`src/rtl/biquad_coeff_loader_if.sv`:
```
// Byte stream carrying coefficient frames into the loader (valid/ready handshake).
interface biquad_coeff_loader_if;
    logic [7:0] in_data;
    logic       in_valid;
    logic       in_ready;

    modport master (output in_data, output in_valid, input in_ready);
    modport slave  (input in_data, input in_valid, output in_ready);
endinterface

```
`src/rtl/biquad_coeff_loader.sv`:
```
// Receives byte-serial biquad coefficient frames, verifies the XOR checksum and
// commits all six coefficients to the lpf on the same edge.
module biquad_coeff_loader #(
    parameter logic [7:0]  SYNC_BYTE      = 8'hA5,
    parameter int unsigned TIMEOUT_CYCLES = 1000,
    parameter logic [31:0] RST_B0         = 32'd1,
    parameter logic [31:0] RST_A0         = 32'd10000,
    parameter logic [31:0] RST_OTHER      = 32'd0
) (
    input  logic                 clk,
    input  logic                 rst,
    biquad_coeff_loader_if.slave bus,
    output logic [31:0]          b0,
    output logic [31:0]          b1,
    output logic [31:0]          b2,
    output logic [31:0]          a0,
    output logic [31:0]          a1,
    output logic [31:0]          a2,
    output logic                 coeff_update,
    output logic                 frame_err,
    output logic [1:0]           err_code,
    output logic                 busy
);
    localparam int unsigned NCOEF = 6;
    localparam int unsigned TW    = $clog2(TIMEOUT_CYCLES + 1);

    localparam logic [4:0]    LAST_PAYLOAD = 5'd23;
    localparam logic [TW-1:0] TO_LAST      = TW'(TIMEOUT_CYCLES - 1);

    localparam logic [1:0] ERR_NONE    = 2'd0;
    localparam logic [1:0] ERR_CSUM    = 2'd1;
    localparam logic [1:0] ERR_TIMEOUT = 2'd2;

    localparam logic [1:0] S_IDLE    = 2'd0;
    localparam logic [1:0] S_PAYLOAD = 2'd1;
    localparam logic [1:0] S_CHECK   = 2'd2;
    localparam logic [1:0] S_COMMIT  = 2'd3;

    // Packed index order: 0=b0, 1=b1, 2=b2, 3=a0, 4=a1, 5=a2
    localparam logic [NCOEF-1:0][31:0] COEF_RST =
        {RST_OTHER, RST_OTHER, RST_A0, RST_OTHER, RST_OTHER, RST_B0};

    logic [1:0]              state, state_d;
    logic [4:0]              cnt, cnt_d;
    logic [7:0]              csum, csum_d;
    logic [TW-1:0]           tcnt, tcnt_d;
    logic [NCOEF-1:0][31:0]  shadow, shadow_d;
    logic [NCOEF-1:0][31:0]  coef, coef_d;
    logic                    rdy, rdy_d;
    logic                    upd_d, err_d, busy_d;
    logic [1:0]              code_d;
    logic                    acc;

    assign acc          = bus.in_valid & rdy;
    assign bus.in_ready = rdy;

    assign b0 = coef[0];
    assign b1 = coef[1];
    assign b2 = coef[2];
    assign a0 = coef[3];
    assign a1 = coef[4];
    assign a2 = coef[5];

    // Next-state, datapath and registered-output decode
    always_comb begin
        state_d  = state;
        cnt_d    = cnt;
        csum_d   = csum;
        tcnt_d   = tcnt;
        shadow_d = shadow;
        coef_d   = coef;
        upd_d    = 1'b0;
        err_d    = 1'b0;
        code_d   = err_code;

        case (state)
            S_IDLE: begin
                if (acc && (bus.in_data == SYNC_BYTE)) begin
                    state_d = S_PAYLOAD;
                    cnt_d   = 5'd0;
                    csum_d  = 8'd0;
                    tcnt_d  = '0;
                end
            end

            S_PAYLOAD: begin
                if (acc) begin
                    shadow_d[cnt[4:2]] = {shadow[cnt[4:2]][23:0], bus.in_data};
                    csum_d = csum ^ bus.in_data;
                    cnt_d  = cnt + 5'd1;
                    tcnt_d = '0;
                    if (cnt == LAST_PAYLOAD) begin
                        state_d = S_CHECK;
                    end
                end else if (tcnt == TO_LAST) begin
                    state_d = S_IDLE;
                    err_d   = 1'b1;
                    code_d  = ERR_TIMEOUT;
                end else begin
                    tcnt_d = tcnt + TW'(1);
                end
            end

            S_CHECK: begin
                if (acc) begin
                    tcnt_d = '0;
                    if (bus.in_data == csum) begin
                        state_d = S_COMMIT;
                    end else begin
                        state_d = S_IDLE;
                        err_d   = 1'b1;
                        code_d  = ERR_CSUM;
                    end
                end else if (tcnt == TO_LAST) begin
                    state_d = S_IDLE;
                    err_d   = 1'b1;
                    code_d  = ERR_TIMEOUT;
                end else begin
                    tcnt_d = tcnt + TW'(1);
                end
            end

            S_COMMIT: begin
                coef_d  = shadow;
                upd_d   = 1'b1;
                code_d  = ERR_NONE;
                state_d = S_IDLE;
            end

            default: begin
                state_d = S_IDLE;
            end
        endcase

        rdy_d  = (state_d != S_COMMIT);
        busy_d = (state_d != S_IDLE);
    end

    always_ff @(posedge clk or posedge rst) begin
        if (rst) begin
            state        <= S_IDLE;
            cnt          <= 5'd0;
            csum         <= 8'd0;
            tcnt         <= '0;
            shadow       <= '0;
            coef         <= COEF_RST;
            rdy          <= 1'b1;
            busy         <= 1'b0;
            coeff_update <= 1'b0;
            frame_err    <= 1'b0;
            err_code     <= ERR_NONE;
        end else begin
            state        <= state_d;
            cnt          <= cnt_d;
            csum         <= csum_d;
            tcnt         <= tcnt_d;
            shadow       <= shadow_d;
            coef         <= coef_d;
            rdy          <= rdy_d;
            busy         <= busy_d;
            coeff_update <= upd_d;
            frame_err    <= err_d;
            err_code     <= code_d;
        end
    end
endmodule

```
`src/flat_wrapper.sv`:
```
// flat-port wrapper written by rule: the top's interface ports become plain ports
module biquad_coeff_loader_flat 
#(
    parameter logic [7:0]  SYNC_BYTE      = 8'hA5,
    parameter int unsigned TIMEOUT_CYCLES = 1000,
    parameter logic [31:0] RST_B0         = 32'd1,
    parameter logic [31:0] RST_A0         = 32'd10000,
    parameter logic [31:0] RST_OTHER      = 32'd0
)
  (clk, rst, b0, b1, b2, a0, a1, a2, coeff_update, frame_err, err_code, busy, bus_in_data, bus_in_valid, bus_in_ready);
  biquad_coeff_loader_if bus_i ();
  input  logic clk;
  input  logic rst;
  output logic [31:0] b0;
  output logic [31:0] b1;
  output logic [31:0] b2;
  output logic [31:0] a0;
  output logic [31:0] a1;
  output logic [31:0] a2;
  output logic coeff_update;
  output logic frame_err;
  output logic [1:0] err_code;
  output logic busy;
  input wire logic [$bits(bus_i.in_data)-1:0] bus_in_data;
  input wire logic [$bits(bus_i.in_valid)-1:0] bus_in_valid;
  output wire logic [$bits(bus_i.in_ready)-1:0] bus_in_ready;
  assign bus_i.in_data = bus_in_data;
  assign bus_i.in_valid = bus_in_valid;
  assign bus_in_ready = bus_i.in_ready;
  biquad_coeff_loader #(.SYNC_BYTE(SYNC_BYTE), .TIMEOUT_CYCLES(TIMEOUT_CYCLES), .RST_B0(RST_B0), .RST_A0(RST_A0), .RST_OTHER(RST_OTHER)) u_core (.clk(clk), .rst(rst), .bus(bus_i), .b0(b0), .b1(b1), .b2(b2), .a0(a0), .a1(a1), .a2(a2), .coeff_update(coeff_update), .frame_err(frame_err), .err_code(err_code), .busy(busy));
endmodule
```
`config.mk`:
```
export PLATFORM = sky130hd
export DESIGN_NAME = biquad_coeff_loader_flat
export DESIGN_NICKNAME = d
export VERILOG_FILES = /design/src/rtl/biquad_coeff_loader_if.sv /design/src/rtl/biquad_coeff_loader.sv /design/src/flat_wrapper.sv
export SDC_FILE = /design/constraint.sdc
export NUM_CORES = 1
export LEC_CHECK = 0
export BUFFER_PORTS_ARGS = -buffer_cell sky130_fd_sc_hd__buf_2
export CORE_MARGIN = 1
export CORE_UTILIZATION = 40
export CTS_CLUSTER_DIAMETER = 30
export DETAILED_ROUTE_END_ITERATION = 10
export SYNTH_ARGS = -nofsm -noshare
export SYNTH_HDL_FRONTEND = slang
export SYNTH_SLANG_ARGS = --single-unit
export TNS_END_PERCENT = 30
```
`constraint.sdc`:
```
create_clock -name clk -period 14 [get_ports clk]
set_clock_uncertainty 0.05 [all_clocks]
set_input_delay 1.4 -clock clk [delete_from_list [all_inputs] [get_ports clk]]
set_output_delay 1.4 -clock clk [all_outputs]
set_load 0.03 [all_outputs]
```
==> out/qor.csv, run 1 <==
metric,value,unit
I/O pins,209,
first-pass GRT wire length,71.0,mm
x dimension of the die,207,microns
count of final hold-check violations,0,
CTS buffer count,78,
critical-path cell list,buf_2 -> inv_8 -> buf_4 -> buf_4,
register-to-register setup slack,10.71,ns
part of the power in registers,0.379,
ranking of synthesized cells by area,"dfrtp_1, mux2_2, o21ai_0, nand2_1, mux2i_1",
post-cts gate resize count,0,
number of distinct standard cells referenced by the synthesized netlist,53,
Clock Power Share,0.579,
ratio of routed vias to standard cells,5.25,
detailed-router iteration count before antenna repair,5,
gate family responsible for the most delay along the worst path,buffers and inverters,
Int Power,2550,uW
Syn Area/Cell,12.4,sq um
clock tree root buffer cell,clkbuf_16,
post-synthesis cell type with the largest combined area,dfrtp_1,
initial drt markers,761,
number of cells on the worst hold path,1,
cell with the most instances after synthesis,dfrtp_1,
effective utilization at floorplan,0.410,
required time of the critical path,14.50,ns
maximum frequency from static timing analysis,0.298,GHz
die height,207,microns
fraction of layout instances using a drive strength above 1,0.383,
hold_buf cts,0,
IO Port Bufs,208,
Worst Reg-to-Reg Cells,5,
Final setup viols,0,
Worst Setup End Kind,async pin,
WHS Endpoint,u_core.err_code[0],
leading cell types by count after synthesis,"dfrtp_1, mux2_2, nand2_1",
Lkg Pwr,0.0106,uW
Worst EP arrival,3.85,ns
placeable core region,41200,sq um
Syn Nets,1382,
final sum of negative setup slack,0,ns
total DRC errors in the routed layout,0,
switching share of power,0.224,
ANT cells,0,
insertion delay of the later-clocked pin in the worst-skew pair,0.58,ns
Post-layout nets,1601,
hold wc startpoint,u_core.err_code[0],
launching element of the worst setup path,rst,
maximum level of the CTS H-tree,3,
"IR drop worst, VDD",78.9,uV
via count of the first global-routing pass,11500,
clock tree buffer depth,3,
post-CTS clock slew at the launch and capture registers of the worst setup and hold paths,0.04,ns
number of antenna-violating nets in the routed design,0,
post-route worst hold slack,0.417,ns
type of the setup path with the least slack,input pin to async pin,
library cell contributing the largest single delay on the critical path,buf_4,
number of register bits inferred by synthesis,415,
"slowest stage delay, CP",0.84,ns
max-slew headroom at the worst pin,0.147,
status,"finished, final reports clean",
number of flops mapped to enable cells by yosys,0,
final cycle utilization of the critical path,0.239,
slew at the pin closest to its max-slew limit,1.28,ns
total count of max-transition violations in the final report,0,
wire per inst,20.8,microns
largest fanout of any net on the critical path,126,
power density cells,155,nW/um^2
area grow syn2layout,25.1,%
area used by multi-input combinational logic,6120,sq um
number of antenna violations at the first check in global routing,0,
total clock sinks,415,
primary flip-flop cell chosen by synthesis mapping,dfrtp_1,
overall track demand over capacity in global routing,0.215,
Comb pwr share,0.042,
number of standard cells after synthesis,1364,
startpoint of the worst-slack reg-to-reg timing path,u_core.cnt[4],
Yosys warning count,0,
clock tree from TritonCTS,yes,
drt total wl,45.4,mm
destination of the worst register-to-register timing path,u_core.shadow[53],
Buffers & Inverters on Critical Path,4,
setup repair after global routing missed its margin,no,
placed wire-length estimate after detailed placement,29.3,mm
total vias in the final route,11400,
Layout fillers,3564,
async set or reset register ratio after synthesis,1.00,
launching element type of the critical path,input pin,
largest net degree at the start of global routing,127,
setup fix buffers added after clock tree synthesis,0,
sequential-to-total area share from yosys stat,0.616,
Hold WC Path Type,flip-flop to flip-flop,
total area of sequential cells,10400,sq um
placer's final routability congestion estimate,0.783,
overall die area,43000,sq um
number of placement rows,74,
cell repeated most along the worst path,buf_4,
net switching power,734,uW
synthesized area,16900,sq um
min cycle time layout,3.35,ns
max_cap viols,0,
leftover overflow at the end of global routing,0,
share of the synthesized area in the top cell type,0.605,
[per-stage QoR]
| stage | utilization | cell area (sq um) | setup WS, ns | power [uW] | std cells |
|---|---|---|---|---|---|
| 6_report | 0.512 | 21100 | 10.65 | 3280 | 2181 |
| 5_1_grt | 0.512 | 21100 | 10.20 | 3390 | 2181 |
| 4_1_cts | 0.512 | 21100 | 10.51 | 3320 | 2181 |
| 3_5_place_dp | 0.446 | 18400 | 9.90 | 1400 | 2035 |
| 3_3_place_gp | 0.446 | 18400 | 9.95 | 1400 | 2035 |
| 2_1_floorplan | - | 16900 | 1.01 | 1340 | 1364 |
[cells by family (layout without fill, tap and decap cells)]
family | Yosys count | in the layout | share of synthesized area
flops | 415 | 415 | 0.616
simple gates | 304 | 304 | 0.0767
mux | 279 | 279 | 0.185
compound gates | 253 | 253 | 0.0877
buf+inv | 93 | 378 | 0.0228
xor+xnor | 13 | 13 | 0.00675
fa+ha+maj | 7 | 7 | 0.00519
[registers in the layout, indices dropped and copies added, names as in the netlist]
register / cells
u_core.a0: 32
u_core.a1: 32
u_core.a2: 32
u_core.b0: 32
u_core.b1: 32
u_core.b2: 32
u_core.bus.in_ready: 1
u_core.busy: 1
u_core.cnt: 5
u_core.coeff_update: 1
u_core.csum: 8
u_core.err_code: 2
u_core.frame_err: 1
u_core.shadow: 192
u_core.state: 2
u_core.tcnt: 10
[power groups by stage]
stage	registers [uW]	clock network (uW)	logic, uW
2_1_floorplan	1250	0	88.2
5_1_grt	1240	1990	155
6_report	1240	1900	138
4_1_cts	1240	1940	141
3_5_place_dp	1260	0	140
3_3_place_gp	1260	0	138
[layout by cell type (no fill, tap or decap), types with 9 or more instances in the layout]
master / count
a22oi_1: 15
a2bb2oi_1: 12
buf_2: 208
buf_4: 18
bufinv_16: 9
clkbuf_1: 17
clkbuf_16: 82
clkbuf_8: 10
clkinv_2: 11
dfrtp_1: 405
mux2_2: 252
mux2i_1: 26
nand2_1: 222
nand3_1: 9
nor2_1: 21
nor3_1: 15
o21ai_0: 181
[worst max-delay path by stage]
| stage | cells after the start | slack [ns] | endpoint |
|---|---|---|---|
| after detailed placement | 4 | 9.90 | u_core.b0[12] |
| after floorplan | 1 | 1.01 | u_core.a0[0] |
| final | 4 | 10.65 | u_core.a1[2] |
| after global placement | 4 | 9.95 | u_core.a1[12] |
| after CTS | 4 | 10.51 | u_core.shadow[167] |
| after global routing | 4 | 10.20 | u_core.shadow[169] |
[per-layer routing]
layer,share of wire,GRT usage,up-vias
li1,-,-,5273
met1,0.46,0.300,5804
met2,0.47,0.336,316
met3,0.053,0.0461,53
met4,0.018,0.0656,0
met5,0,0,-
[cell type report]
type                    count  share of cell area
clock inverters            37              0.0224
multi-input cells         856               0.290
flip-flops and latches    415               0.492
inverters                   6             0.00142
repair buffers            226              0.0557
clock buffers             109               0.107
well taps                 532              0.0315
(Power assumes the default switching activity.)
==> run 2: changes to the inputs <==
- clock period: 14 -> 3.51 ns (I/O delays scaled with it)
==> run 2 against run 1 <==
Non-clock buffer count increased by 16. First-iteration DRC count is 5.3% higher. Register-to-register slack worse by 9.9 ns. Clock power rose to 4.5 times the previous value. Combinational power increased to 4.3 times the previous value. Final area up 3.2%. Global-route usage is 0.44 points higher. Sequential share of layout area shrank 1.5 points. Wire length up 2.5%. Via count grew 3.0%. Critical endpoint is now u_core.shadow[151]. Largest cell class unchanged.
==> out/qor.csv, run 2 (synthesis gave the netlist of run 1 again) <==
metric,value,unit
status,"finished, final reports clean",
required time of the critical path,3.87,ns
first-pass GRT wire length,72.6,mm
post-cts gate resize count,0,
Worst Setup End Kind,flip-flop,
post-route worst hold slack,0.0464,ns
number of antenna-violating nets in the routed design,0,
die height,207,microns
final core area utilization,0.529,
placed wire-length estimate after detailed placement,31.5,mm
total count of max-transition violations in the final report,0,
post-CTS clock slew at the launch and capture registers of the worst setup and hold paths,0.05,ns
leftover overflow at the end of global routing,0,
launching element type of the critical path,flip-flop,
total clock sinks,415,
wire per inst,21.0,microns
Final setup viols,0,
number of flip-flops in the largest register,192,
max_cap viols,0,
ratio of routed vias to standard cells,5.32,
total vias in the final route,11800,
Post-DP Area,18600,sq um
slew at the pin closest to its max-slew limit,1.08,ns
I/O pins,209,
overall track demand over capacity in global routing,0.219,
clock tree buffer depth,3,
placeable core region,41200,sq um
register with the most flip-flops,u_core.shadow,
post-route worst setup slack,0.780,ns
count of final hold-check violations,0,
ANT cells,0,
Lkg Pwr,0.0109,uW
IO Port Bufs,208,
maximum frequency from static timing analysis,0.366,GHz
power density cells,650,nW/um^2
area grow syn2layout,29.1,%
total DRC errors in the routed layout,0,
largest net degree at the start of global routing,73,
number of antenna violations at the first check in global routing,0,
most frequent cells in the layout,"dfrtp_1, mux2_2, nand2_1",
CTS buffer count,90,
clock tree root buffer cell,clkbuf_16,
Post-layout nets,1629,
power after layout,14100,uW
"IR drop worst, VDD",395,uV
effective utilization at floorplan,0.410,
detailed-router iteration count before antenna repair,6,
placer's final routability congestion estimate,0.877,
largest fanout of any net on the critical path,21,
Worst EP arrival,3.09,ns
setup repair after global routing missed its margin,no,
number of placement rows,74,
Hold WC Path Type,input pin to flip-flop,
clock tree from TritonCTS,yes,
fraction of layout instances using a drive strength above 1,0.399,
initial drt markers,801,
Layout fillers,3500,
max-slew headroom at the worst pin,0.283,
via count of the first global-routing pass,11800,
drt total wl,46.6,mm
most common library cell in the layout ignoring fill and taps,dfrtp_1,
x dimension of the die,207,microns
pre-CTS worst setup slack,0.890,ns
final cycle utilization of the critical path,0.778,
insertion delay of the later-clocked pin in the worst-skew pair,0.60,ns
min cycle time layout,2.73,ns
overall die area,43000,sq um
type of the setup path with the least slack,flip-flop to flip-flop,
fin area,21800,sq um
maximum level of the CTS H-tree,3,
[run 2: changes by cell type in the layout (fill, tap and decap cells not counted), moves of 2 or more]
cell,before,now
buf_12,0,10
bufinv_16,9,11
clkbuf_8,10,12
inv_6,3,10
clkinv_2,11,14
buf_4,18,23
clkinvlp_4,7,9
clkbuf_1,17,11
clkbuf_16,82,92
[run 2: critical path: stages (launching register included)]
cell	delay [ns]
dfrtp_2	0.60
inv_1	0.14
buf_4	0.27
nor2_1	0.19
a22o_1	0.21
a222oi_1	0.82
o21ai_0	0.23
[run 2: stage by stage]
step	setup TNS [ns]	cells
finish	0	2216
global route	0	2216
CTS	0	2216
detailed placement	0	2050
global placement	0	2050
floorplan	-1018.76	1364
[run 2: what timing repair did]
item / CTS / global route
hold buffers: 1 / 0
buffers inserted: 0 / 0
hold endpoints to repair: 26 / 0
[run 2: path summary, 6_finish.rpt]
| kind | start | to | slack, ns | cells after the start |
|---|---|---|---|---|
| worst max-delay path | u_core.cnt[3] | u_core.shadow[151] | 0.78 | 6 |
| worst min-delay path | bus_in_data[0] | u_core.shadow[96] | 0.05 | 3 |
| worst max register to register | u_core.cnt[3] | u_core.shadow[151] | 0.78 | 6 |
| worst min register to register | u_core.err_code[0] | u_core.err_code[0] | 0.42 | 1 |
| max in group asynchronous | rst | u_core.b1[21] | 1.83 | 4 |
| min in group asynchronous | rst | u_core.shadow[118] | 0.51 | 3 |
[run 2: power by group]
group | internal [uW] | switching (uW)
Sequential | 4880 | 86.5
Combinational | 166 | 422
Clock | 5870 | 2720
[run 2: area by class of cell]
type / instances / area, sq um / area share
repair buffers: 242 / 1420 / 0.0654
well taps: 532 / 666 / 0.0306
flip-flops and latches: 415 / 10400 / 0.477
multi-input cells: 856 / 6120 / 0.281
inverters: 6 / 26.3 / 0.00121
clock buffers: 115 / 2510 / 0.115
clock inverters: 50 / 642 / 0.0295
[run 2: per-layer routing]
metal  wire length (microns)  track usage  vias up
met1                   20800        0.299     5967
met2                   21700        0.339      400
met5                       0            0        -
met3                    2810       0.0496       79
li1                        -            -     5347
met4                    1340       0.0893        0
